**config.mk**
```make
export PLATFORM = sky130hd
export DESIGN_NAME = seq_uart_cmd
export DESIGN_NICKNAME = d
export VERILOG_FILES = /design/src/rtl/seq_uart_cmd_pkg.sv /design/src/rtl/seq_cmd_fifo.sv /design/src/rtl/seq_uart_cmd.sv
export SDC_FILE = /design/constraint.sdc
export NUM_CORES = 1
export LEC_CHECK = 0
export CORE_MARGIN = 1.5
export CORE_UTILIZATION = 45
export CTS_CLUSTER_SIZE = 25
export DETAILED_ROUTE_END_ITERATION = 8
export GPL_ROUTABILITY_DRIVEN = 0
export PLACE_DENSITY = 0.76
export RECOVER_POWER = 25
export REMOVE_ABC_BUFFERS = 1
export SYNTH_ARGS = -nofsm -noshare
export SYNTH_HDL_FRONTEND = slang
export SYNTH_SLANG_ARGS = --single-unit
export TNS_END_PERCENT = 30
```
**constraint.sdc**
```tcl
create_clock -name clk -period 3.1 [get_ports clk]
set_clock_uncertainty 0.1 [all_clocks]
set_input_delay 0.62 -clock clk [delete_from_list [all_inputs] [get_ports clk]]
set_output_delay 0.62 -clock clk [all_outputs]
set_load 0.03 [all_outputs]
```
**src/rtl/seq_uart_cmd_pkg.sv**
```systemverilog
`default_nettype none
// seq_uart_cmd_pkg -- shared constants, parser state encoding and helpers.
// Rev 1.0
package seq_uart_cmd_pkg;

  localparam logic [7:0] CMD_SYNC = 8'hA5;
  localparam int         CNT_W    = 8;

  typedef enum logic [1:0] {
    S_SYNC = 2'd0,
    S_INST = 2'd1,
    S_CHK  = 2'd2
  } parse_state_t;

  function automatic logic [CNT_W-1:0] sat_inc(input logic [CNT_W-1:0] v);
    return (v == '1) ? v : v + 1'b1;
  endfunction

endpackage
`default_nettype wire

```
**src/rtl/seq_cmd_fifo.sv**
```systemverilog
`default_nettype none
// seq_cmd_fifo -- synchronous FIFO with registered count/full/empty; push is
// accepted while full when a pop happens in the same cycle. Rev 1.0
module seq_cmd_fifo #(
  parameter int WIDTH = 8,
  parameter int DEPTH = 4
) (
  input  logic             clk,
  input  logic             rst_n,
  input  logic             push,
  input  logic [WIDTH-1:0] push_data,
  input  logic             pop,
  output logic [WIDTH-1:0] pop_data,
  output logic             full,
  output logic             empty
);

  localparam int AW = (DEPTH > 1) ? $clog2(DEPTH) : 1;
  localparam int CW = $clog2(DEPTH + 1);
  localparam logic [CW-1:0] FULL_CNT = CW'(DEPTH);

  logic [WIDTH-1:0] mem [DEPTH];
  logic [AW-1:0]    wr_ptr;
  logic [AW-1:0]    rd_ptr;
  logic [CW-1:0]    count;
  logic [CW-1:0]    count_nxt;
  logic             do_push;
  logic             do_pop;

  assign do_pop   = pop && !empty;
  assign do_push  = push && (!full || do_pop);
  assign pop_data = mem[rd_ptr];

  always_comb begin
    count_nxt = count;
    case ({do_push, do_pop})
      2'b10:   count_nxt = count + 1'b1;
      2'b01:   count_nxt = count - 1'b1;
      default: count_nxt = count;
    endcase
  end

  // Pointers wrap naturally because DEPTH is a power of two.
  always_ff @(posedge clk or negedge rst_n) begin
    if (!rst_n) begin
      wr_ptr <= '0;
      rd_ptr <= '0;
      count  <= '0;
      full   <= 1'b0;
      empty  <= 1'b1;
    end else begin
      if (do_push) wr_ptr <= wr_ptr + 1'b1;
      if (do_pop)  rd_ptr <= rd_ptr + 1'b1;
      count <= count_nxt;
      full  <= (count_nxt == FULL_CNT);
      empty <= (count_nxt == '0);
    end
  end

  always_ff @(posedge clk) begin
    if (do_push) mem[wr_ptr] <= push_data;
  end

endmodule
`default_nettype wire

```
**src/rtl/seq_uart_cmd.sv**
```systemverilog
`default_nettype none
// seq_uart_cmd -- validates A5/INST/~INST frames from the UART receiver, buffers
// them and issues them to the sequencer as paced one-cycle strobes. Rev 1.0
module seq_uart_cmd
  import seq_uart_cmd_pkg::*;
#(
  parameter int INST_W      = 8,
  parameter int FIFO_DEPTH  = 4,
  parameter int GAP_CYC     = 16,
  parameter int TIMEOUT_CYC = 1000000
) (
  input  logic              clk,
  input  logic              rst_n,
  input  logic [7:0]        i_rx_data,
  input  logic              i_rx_valid,
  input  logic              i_seq_busy,
  output logic [INST_W-1:0] o_inst,
  output logic              o_inst_valid,
  output logic              o_fifo_full,
  output logic [CNT_W-1:0]  o_err_cnt,
  output logic [CNT_W-1:0]  o_drop_cnt
);

  localparam int TMR_W = (TIMEOUT_CYC > 1) ? $clog2(TIMEOUT_CYC) : 1;
  localparam logic [TMR_W-1:0] TMR_LAST = TMR_W'(TIMEOUT_CYC - 1);
  localparam int GAP_W = (GAP_CYC > 0) ? $clog2(GAP_CYC + 1) : 1;
  localparam logic [GAP_W-1:0] GAP_LOAD = GAP_W'(GAP_CYC);

  parse_state_t      state;
  logic [7:0]        inst_byte;
  logic [TMR_W-1:0]  timer;
  logic [GAP_W-1:0]  gap;
  logic              timed_out;
  logic              chk_match;
  logic              issue;
  logic              fifo_empty;
  logic [INST_W-1:0] fifo_head;

  assign timed_out = (state != S_SYNC) && !i_rx_valid && (timer == TMR_LAST);
  assign chk_match = (state == S_CHK) && i_rx_valid && (i_rx_data == ~inst_byte);
  assign issue     = !fifo_empty && (gap == '0) && !i_seq_busy;

  seq_cmd_fifo #(
    .WIDTH (INST_W),
    .DEPTH (FIFO_DEPTH)
  ) u_fifo (
    .clk       (clk),
    .rst_n     (rst_n),
    .push      (chk_match),
    .push_data (INST_W'(inst_byte)),
    .pop       (issue),
    .pop_data  (fifo_head),
    .full      (o_fifo_full),
    .empty     (fifo_empty)
  );

  // Mid-frame bytes are always data; only S_SYNC looks for the sync value.
  always_ff @(posedge clk or negedge rst_n) begin
    if (!rst_n) begin
      state      <= S_SYNC;
      inst_byte  <= '0;
      timer      <= '0;
      o_err_cnt  <= '0;
      o_drop_cnt <= '0;
    end else begin
      if (i_rx_valid || (state == S_SYNC) || timed_out) timer <= '0;
      else                                               timer <= timer + 1'b1;

      case (state)
        S_SYNC: begin
          if (i_rx_valid && (i_rx_data == CMD_SYNC)) state <= S_INST;
        end
        S_INST: begin
          if (i_rx_valid) begin
            inst_byte <= i_rx_data;
            state     <= S_CHK;
          end
        end
        S_CHK: begin
          if (i_rx_valid) begin
            state <= S_SYNC;
            if (!chk_match)                  o_err_cnt  <= sat_inc(o_err_cnt);
            else if (o_fifo_full && !issue)  o_drop_cnt <= sat_inc(o_drop_cnt);
          end
        end
        default: state <= S_SYNC;
      endcase

      if (timed_out) begin
        state     <= S_SYNC;
        o_err_cnt <= sat_inc(o_err_cnt);
      end
    end
  end

  always_ff @(posedge clk or negedge rst_n) begin
    if (!rst_n) begin
      o_inst       <= '0;
      o_inst_valid <= 1'b0;
      gap          <= '0;
    end else begin
      o_inst_valid <= issue;
      if (issue) begin
        o_inst <= fifo_head;
        gap    <= GAP_LOAD;
      end else if (gap != '0) begin
        gap <= gap - 1'b1;
      end
    end
  end

endmodule
`default_nettype wire
```
==> reports/qor_table.md, run 1 <==
| Item | Reported |
|---|---|
| Result of the run | complete, but fails checks |
| Violated checks | capacitance limit, slew limit |
| FFs w/ async S/R, synth | 0.683 |
| Total of max-cap violations | 1 |
| Leading cell type in the layout, fill and taps excluded | dfrtp_1 |
| Routed WL per cell | 14.6 um |
| Internal power consumption | 1.83 mW |
| Fraction of layout instances using a drive strength above 1 | 0.198 |
| Pre-CTS WS | -0.591 ns |
| Fin worst setup slack | 0.0622 ns |
| Post-synth cell types | 44 |
| Cell row count | 36 |
| Peak VDD IR | 0.343 mV |
| Number of global-route vias before repair | 2824 |
| Layout overhead on the synthesized area | 22.4% |
| Yosys reg bits | 101 |
| Number of buffers added on ports | 37 |
| Vias after detailed routing | 2903 |
| Static power due to leakage | 2.31 nW |
| Total power divided by cell area | 444 mW/mm^2 |
| CTS Root Cell | clkbuf_8 |
| Initial standard-cell utilization of the core | 0.463 |
| Cell family contributing the most delay on the critical path | simple AND/OR/NAND/NOR gates |
| Hold Vio Cnt, Final | 0 |
| Post-Synth Adder-Cell Area | 0.0322 |
| CP peak stage delay | 0.54 ns |
| Via-per-instance ratio | 5.07 |
| Cell type contributing the most total cell area after synthesis | dfrtp_1 |
| Placed cell count | 553 |
| PnR Total Power | 2.45 mW |
| Clk Latency, worst-skew pair | 0.37 ns |
| TritonCTS Sinks | 101 |
| Max clock buf depth | 2 |
| CP bufs+invs | 2 |
| Required @ worst endpoint | 3.31 ns |
| Most frequent cells in the layout | dfrtp_1, nand2_1, nor2_1, edfxtp_1, clkdlybuf4s50_1 |
| Maximum number of pins on one net before global-route repair | 70 |
| DRC marker count from the first detailed-route iteration | 102 |
| Net Sw Power | 0.619 mW |
| Hpwl dp | 5820 um |
| Post-synthesis compound-gate area fraction | 0.0269 |
| Total clock buffers created by CTS | 9 |
| Count of nets left with antenna violations after detail routing | 0 |
| Crit path time final | 3.04 ns |
| Gate count of the mapped netlist | 362 |
| Sw Share | 0.252 |
| Residual overflow from global routing | 0 |
| Leading register cell type out of synthesis | dfrtp_1 |
| Chip width | 103 um |
| Share of power burned in combinational logic | 0.095 |
| Data arrival at the endpoint of the critical path | 3.25 ns |
| Post-synthesis share of cell area spent on xor and xnor gates | 0.0835 |
| H-tree depth | 3 |
| Area enclosed by the die boundary | 0.0106 mm^2 |
| Post-synth EDFFs | 32 |
| Hold bufs inserted after CTS | 0 |
| Worst-case hold slack | 0.380 ns |
| Area fraction of the dominant cell type after synthesis | 0.377 |
| Final worst-path cycle share | 0.980 |
| Combinational family with the most area after synthesis | simple AND/OR/NAND/NOR gates |
| Number of nets in the layout | 457 |
| Die span in y | 103 um |
| Post-synthesis mux area share | 0.0797 |
| Mean cell area of the mapped netlist | 12.5 um^2 |
| Pin slew with the least headroom to its limit | 1.70 ns |
| Proportion of synthesized chip area in sequential cells | 0.596 |
| Total Routed Length | 8370 um |
| Count of yosys warnings during synthesis | 0 |
| Maximum clock frequency | 329 MHz |
| Clock transition at the registers of the reported paths | 0.09 ns |
| Proportion of power drawn by flip-flops and latches | 0.601 |
| Initial antenna violation count | 1 |
| Global routing usage summed across all routing layers | 0.172 |
| Part of the total power dissipated in the clock network | 0.305 |
| Worst max-slew margin expressed relative to the limit | -0.132 |
| Length of the first detailed-routing pass in iterations | 4 |
| Placeable core region | 0.00973 mm^2 |
| Sort of element at the start of the critical path | input pin |
| Drt drc | 0 |
| Biggest fanout along the worst timing path | 3 |
| Crit path cell chain | dlygate4sd2_1 -> xnor2_1 -> or4_4 -> nor4_4 -> inv_1 -> ha_2 -> fa_1 -> mux2_2 -> or2_2 -> nor2b_1 |
| Leading post-synthesis cells by cell area | dfrtp_1, edfxtp_1, xnor2_1, mux4_2, nand2_1 |
| CP Class | in -> reg |
| Non-Filler Instances | 573 |
| First-pass GRT wire length | 13600 um |
| TritonCTS clock tree | done |
| Basic-gate share of the synthesized area counting and, or, nand and nor cells | 0.164 |
| IO Pins | 38 |
| Post-synthesis instance area | 0.00451 mm^2 |
| Min-Delay Path Class | reg -> reg |
| Max Slew Vio Count | 70 |
| Cell with the biggest individual delay on the critical path | or4_4 |
| Count of endpoints failing setup in the final report | 0 |
| Nature of the critical path endpoint | register |
==> layer usage <==
metal	track usage	wire length [um]
met1	0.217	3840
met2	0.277	4090
met3	0.0631	326
met4	0.0530	109
met5	0	0
==> flip-flops by register name, indices dropped and copies added (netlist names) <==
register,cells
o_err_cnt,8
o_drop_cnt,8
o_inst_valid,1
u_fifo.mem,32
state,2
o_inst,8
timer,20
gap,5
inst_byte,8
u_fifo.full,1
u_fifo.empty,1
u_fifo.wr_ptr,2
u_fifo.count,3
u_fifo.rd_ptr,2
==> timing repair <==
item                       CTS  global route
setup buffers                1             2
setup endpoints to repair    3             2
gates resized for setup     13             6
pin swaps                    2             2
==> worst min-delay path, delay by kind of cell, from the launching register on <==
family | cells | cell delay (ns)
and+or+nand+nor | 2 | 0.10
DFF | 1 | 0.35
==> synthesized netlist by cell type (all sizes together), types with 5 or more instances <==
library cell	instances
dfrtp	68
nand2	48
nor2	35
edfxtp	32
xnor2	29
mux2	15
inv	14
nand3	14
xor2	14
ha	10
nor4	9
mux4	8
nor3	8
nand3b	5
o21ai	5
==> per-stage QoR <==
step,TNS (ns),cell area (um^2),utilization
floorplan,-0.276,4480,-
global placement,-1.62,5280,0.543
detailed placement,-1.84,5280,0.543
CTS,0,5490,0.565
global route,-0.0174,5520,0.567
finish,0,5520,0.567
==> area by class of cell <==
type | instances | area [um^2]
fill | 805 | 4210
sequential | 101 | 2690
multi-input combinational | 241 | 1800
timing repair buffer | 67 | 633
tap | 133 | 166
clock buffer | 9 | 124
inverter | 14 | 52.6
clock inverter | 7 | 47.5
antenna | 1 | 2.50
==> power by group through the flow <==
stage / Clock (mW) / Sequential, mW / Combinational (mW)
after floorplan: 0 / 1.49 / 0.117
after CTS: 0.769 / 1.47 / 0.220
final: 0.747 / 1.47 / 0.232
after global routing: 0.815 / 1.48 / 0.258
after detailed placement: 0 / 1.49 / 0.211
after global placement: 0 / 1.49 / 0.198
==> final timing paths <==
| check | startpoint | endpoint | slack (ns) | cells past startpoint |
|---|---|---|---|---|
| max | i_rx_data[1] | u_fifo.full | 0.06 | 10 |
| min | o_inst[2] | o_inst[2] | 0.38 | 2 |
| max reg2reg | inst_byte[2] | u_fifo.full | 0.08 | 9 |
| min reg2reg | o_inst[2] | o_inst[2] | 0.38 | 2 |
| max in group asynchronous | rst_n | inst_byte[2] | 1.10 | 2 |
| min in group asynchronous | rst_n | gap[2] | 0.66 | 2 |
==> logic make-up after synthesis <==
group,after synthesis
flops,101
mux,24
xor+xnor,43
simple gates,146
fa+ha+maj,11
compound gates,17
buf+inv,20
No activity file was read; power rests on OpenSTA's default activity.
==> run 2: changes to the inputs <==
Settings changed: SYNTH_HIERARCHICAL from default to 1.
==> reports/qor_table.md, run 2 <==
| Item | Reported |
|---|---|
| Layout overhead on the synthesized area | 21.1% |
| Routed WL per cell | 14.1 um |
| Cell types with the highest counts after synthesis | dfrtp_1, nand2_1, edfxtp_1 |
| Proportion of synthesized chip area in sequential cells | 0.586 |
| Count of yosys warnings during synthesis | 6 |
| Worst-case hold slack | 0.353 ns |
| Hpwl dp | 5720 um |
| Global routing usage summed across all routing layers | 0.159 |
| Worst max-slew margin expressed relative to the limit | -0.130 |
| Biggest fanout along the worst timing path | 2 |
| Register with the highest flop count | u_fifo/mem |
| CTS Root Cell | clkbuf_8 |
| Met2 GRT Util | 0.281 |
| Max Slew Vio Count | 70 |
| Data arrival at the endpoint of the critical path | 3.15 ns |
| Violated checks | capacitance limit, slew limit |
| Maximum number of pins on one net before global-route repair | 70 |
| Final worst-path cycle share | 0.966 |
| Count of endpoints failing setup in the final report | 0 |
| Die span in y | 104 um |
| Hold Vio Cnt, Final | 0 |
| Clk Latency, worst-skew pair | 0.37 ns |
| Most common cell in the netlist | dfrtp_1 |
| Placeable core region | 0.00982 mm^2 |
| Peak VDD IR | 0.284 mV |
| Drt drc | 0 |
| Post-synth EDFFs | 32 |
| IO Pins | 38 |
| Length of the first detailed-routing pass in iterations | 4 |
| Sort of element at the start of the critical path | input pin |
| Gate count of the mapped netlist | 361 |
| First-pass GRT wire length | 13900 um |
| Initial standard-cell utilization of the core | 0.467 |
| Count of nets left with antenna violations after detail routing | 0 |
| Initial antenna violation count | 0 |
| Max clock buf depth | 2 |
| Min-Delay Path Class | reg -> reg |
| Number of global-route vias before repair | 2955 |
| CP Class | in -> reg |
| TritonCTS Sinks | 101 |
| Leading register cell type out of synthesis | dfrtp_1 |
| Largest registers | u_fifo/mem x32, timer x20 |
| Leading cell type in the layout, fill and taps excluded | dfrtp_1 |
| Total of max-cap violations | 1 |
| Result of the run | complete, but fails checks |
| Cell row count | 36 |
| Cell type contributing the most total cell area after synthesis | dfrtp_1 |
| Residual overflow from global routing | 0 |
| Most frequent cells in the layout | dfrtp_1, nand2_1, edfxtp_1, nor2_1, clkdlybuf4s50_1 |
| Fraction of met1 tracks used by global routing | 0.191 |
| N_diodes | 0 |
| Maximum clock frequency | 334 MHz |
| Post-synthesis instance area | 0.00459 mm^2 |
| DRC marker count from the first detailed-route iteration | 134 |
| Vias after detailed routing | 2898 |
| Total power divided by cell area | 580 mW/mm^2 |
| Total clock buffers created by CTS | 9 |
| Global-route layer with the greatest usage | met2 |
| Yosys reg bits | 101 |
| TritonCTS clock tree | done |
| H-tree depth | 3 |
| Fraction of layout instances using a drive strength above 1 | 0.184 |
| Required @ worst endpoint | 3.26 ns |
| Crit path time final | 2.99 ns |
| Unrepaired setup endpoints after global routing | false |
| Clock transition at the registers of the reported paths | 0.10 ns |
| Fin worst setup slack | 0.106 ns |
| Number of buffers added on ports | 37 |
| Met3 layer usage reported by global route | 0.0439 |
| Leading post-synthesis cells by cell area | dfrtp_1, edfxtp_1, xor2_1, mux4_2, xnor2_1 |
| Area enclosed by the die boundary | 0.0108 mm^2 |
| Post-synth cell types | 52 |
| Pin slew with the least headroom to its limit | 1.69 ns |
| Number of nets in the layout | 453 |
| Via-per-instance ratio | 5.10 |
| Flip-flop count of the largest register after layout | 32 |
| Area fraction of the dominant cell type after synthesis | 0.371 |
| FFs w/ async S/R, synth | 0.683 |
| Mean cell area of the mapped netlist | 12.7 um^2 |
| Static power due to leakage | 2.37 nW |
| Pre-CTS WS | -0.410 ns |
| Total Routed Length | 8030 um |
| Chip width | 104 um |
| Nature of the critical path endpoint | register |
-- run 2: repair_timing --
item,4_1_cts,5_1_grt
buffers inserted,0,3
hold buffers,0,0
pin swaps,1,5
gates resized for setup,0,8
endpoints found under the setup margin,1,2
-- run 2: critical path: stages --
cell and delay (ns):
clkdlybuf4s50_1 0.52, xor2_1 0.18, nand4_1 0.17, nor3_2 0.23, a21boi_4 0.23, inv_1 0.06
ha_2 0.18, inv_1 0.06, fa_1 0.42, and3b_1 0.20, buf_4 0.14, nand3_1 0.07
o21ai_1 0.08
-- run 2: area by class of cell --
| type | instances | area (um^2) |
|---|---|---|
| fillers | 832 | 4260 |
| flip-flops and latches | 101 | 2690 |
| multi-input cells | 240 | 1820 |
| repair buffers | 63 | 611 |
| well taps | 133 | 166 |
| clock buffers | 9 | 124 |
| clock inverters | 7 | 91.3 |
| inverters | 15 | 56.3 |
-- run 2: per-layer routing --
layer,vias up,share of wire
met4,0,0.014
met3,12,0.037
met5,-,0
li1,1416,-
met2,54,0.52
met1,1416,0.43
-- run 2: cells by family after synthesis --
group                    synth area share
AO/OA/AOI/OAI                      0.0354
XOR/XNOR                           0.0878
adder cells (fa/ha/maj)            0.0316
buffers and inverters              0.0199
flip-flops                          0.586
multiplexers                       0.0731
AND/OR/NAND/NOR                     0.166
-- run 2: metrics by stage --
stage	instance area (um^2)	total power [mW]	TNS, ns	std cells	util
global route	5560	3.40	0	568	0.566
global placement	5300	2.38	-0.628	549	0.539
detailed placement	5300	2.41	-0.912	549	0.539
floorplan	4550	2.14	-0.0470	356	-
CTS	5510	3.25	0	565	0.561
finish	5560	3.22	0	568	0.566
-- run 2: final timing paths --
path / from / endpoint / cells past startpoint / slack, ns
hold / removal: u_fifo/count[2] / u_fifo/empty / 1 / 0.35
hold reg to reg: u_fifo/count[2] / u_fifo/empty / 1 / 0.35
min in group asynchronous: rst_n / gap[2] / 2 / 0.67
setup reg to reg: gap[0] / u_fifo/full / 15 / 0.22
setup / recovery: i_rx_data[1] / u_fifo/full / 13 / 0.11
max in group asynchronous: rst_n / timer[2] / 2 / 1.22
-- run 2: where the power goes --
group / leakage, nW / switching, mW / internal, mW / total [mW]
logic: 1.07 / 0.356 / 0.359 / 0.715
clock network: 0.105 / 0.515 / 0.326 / 0.841
registers: 1.20 / 0.156 / 1.51 / 1.67
total: 2.37 / 1.03 / 2.20 / 3.22
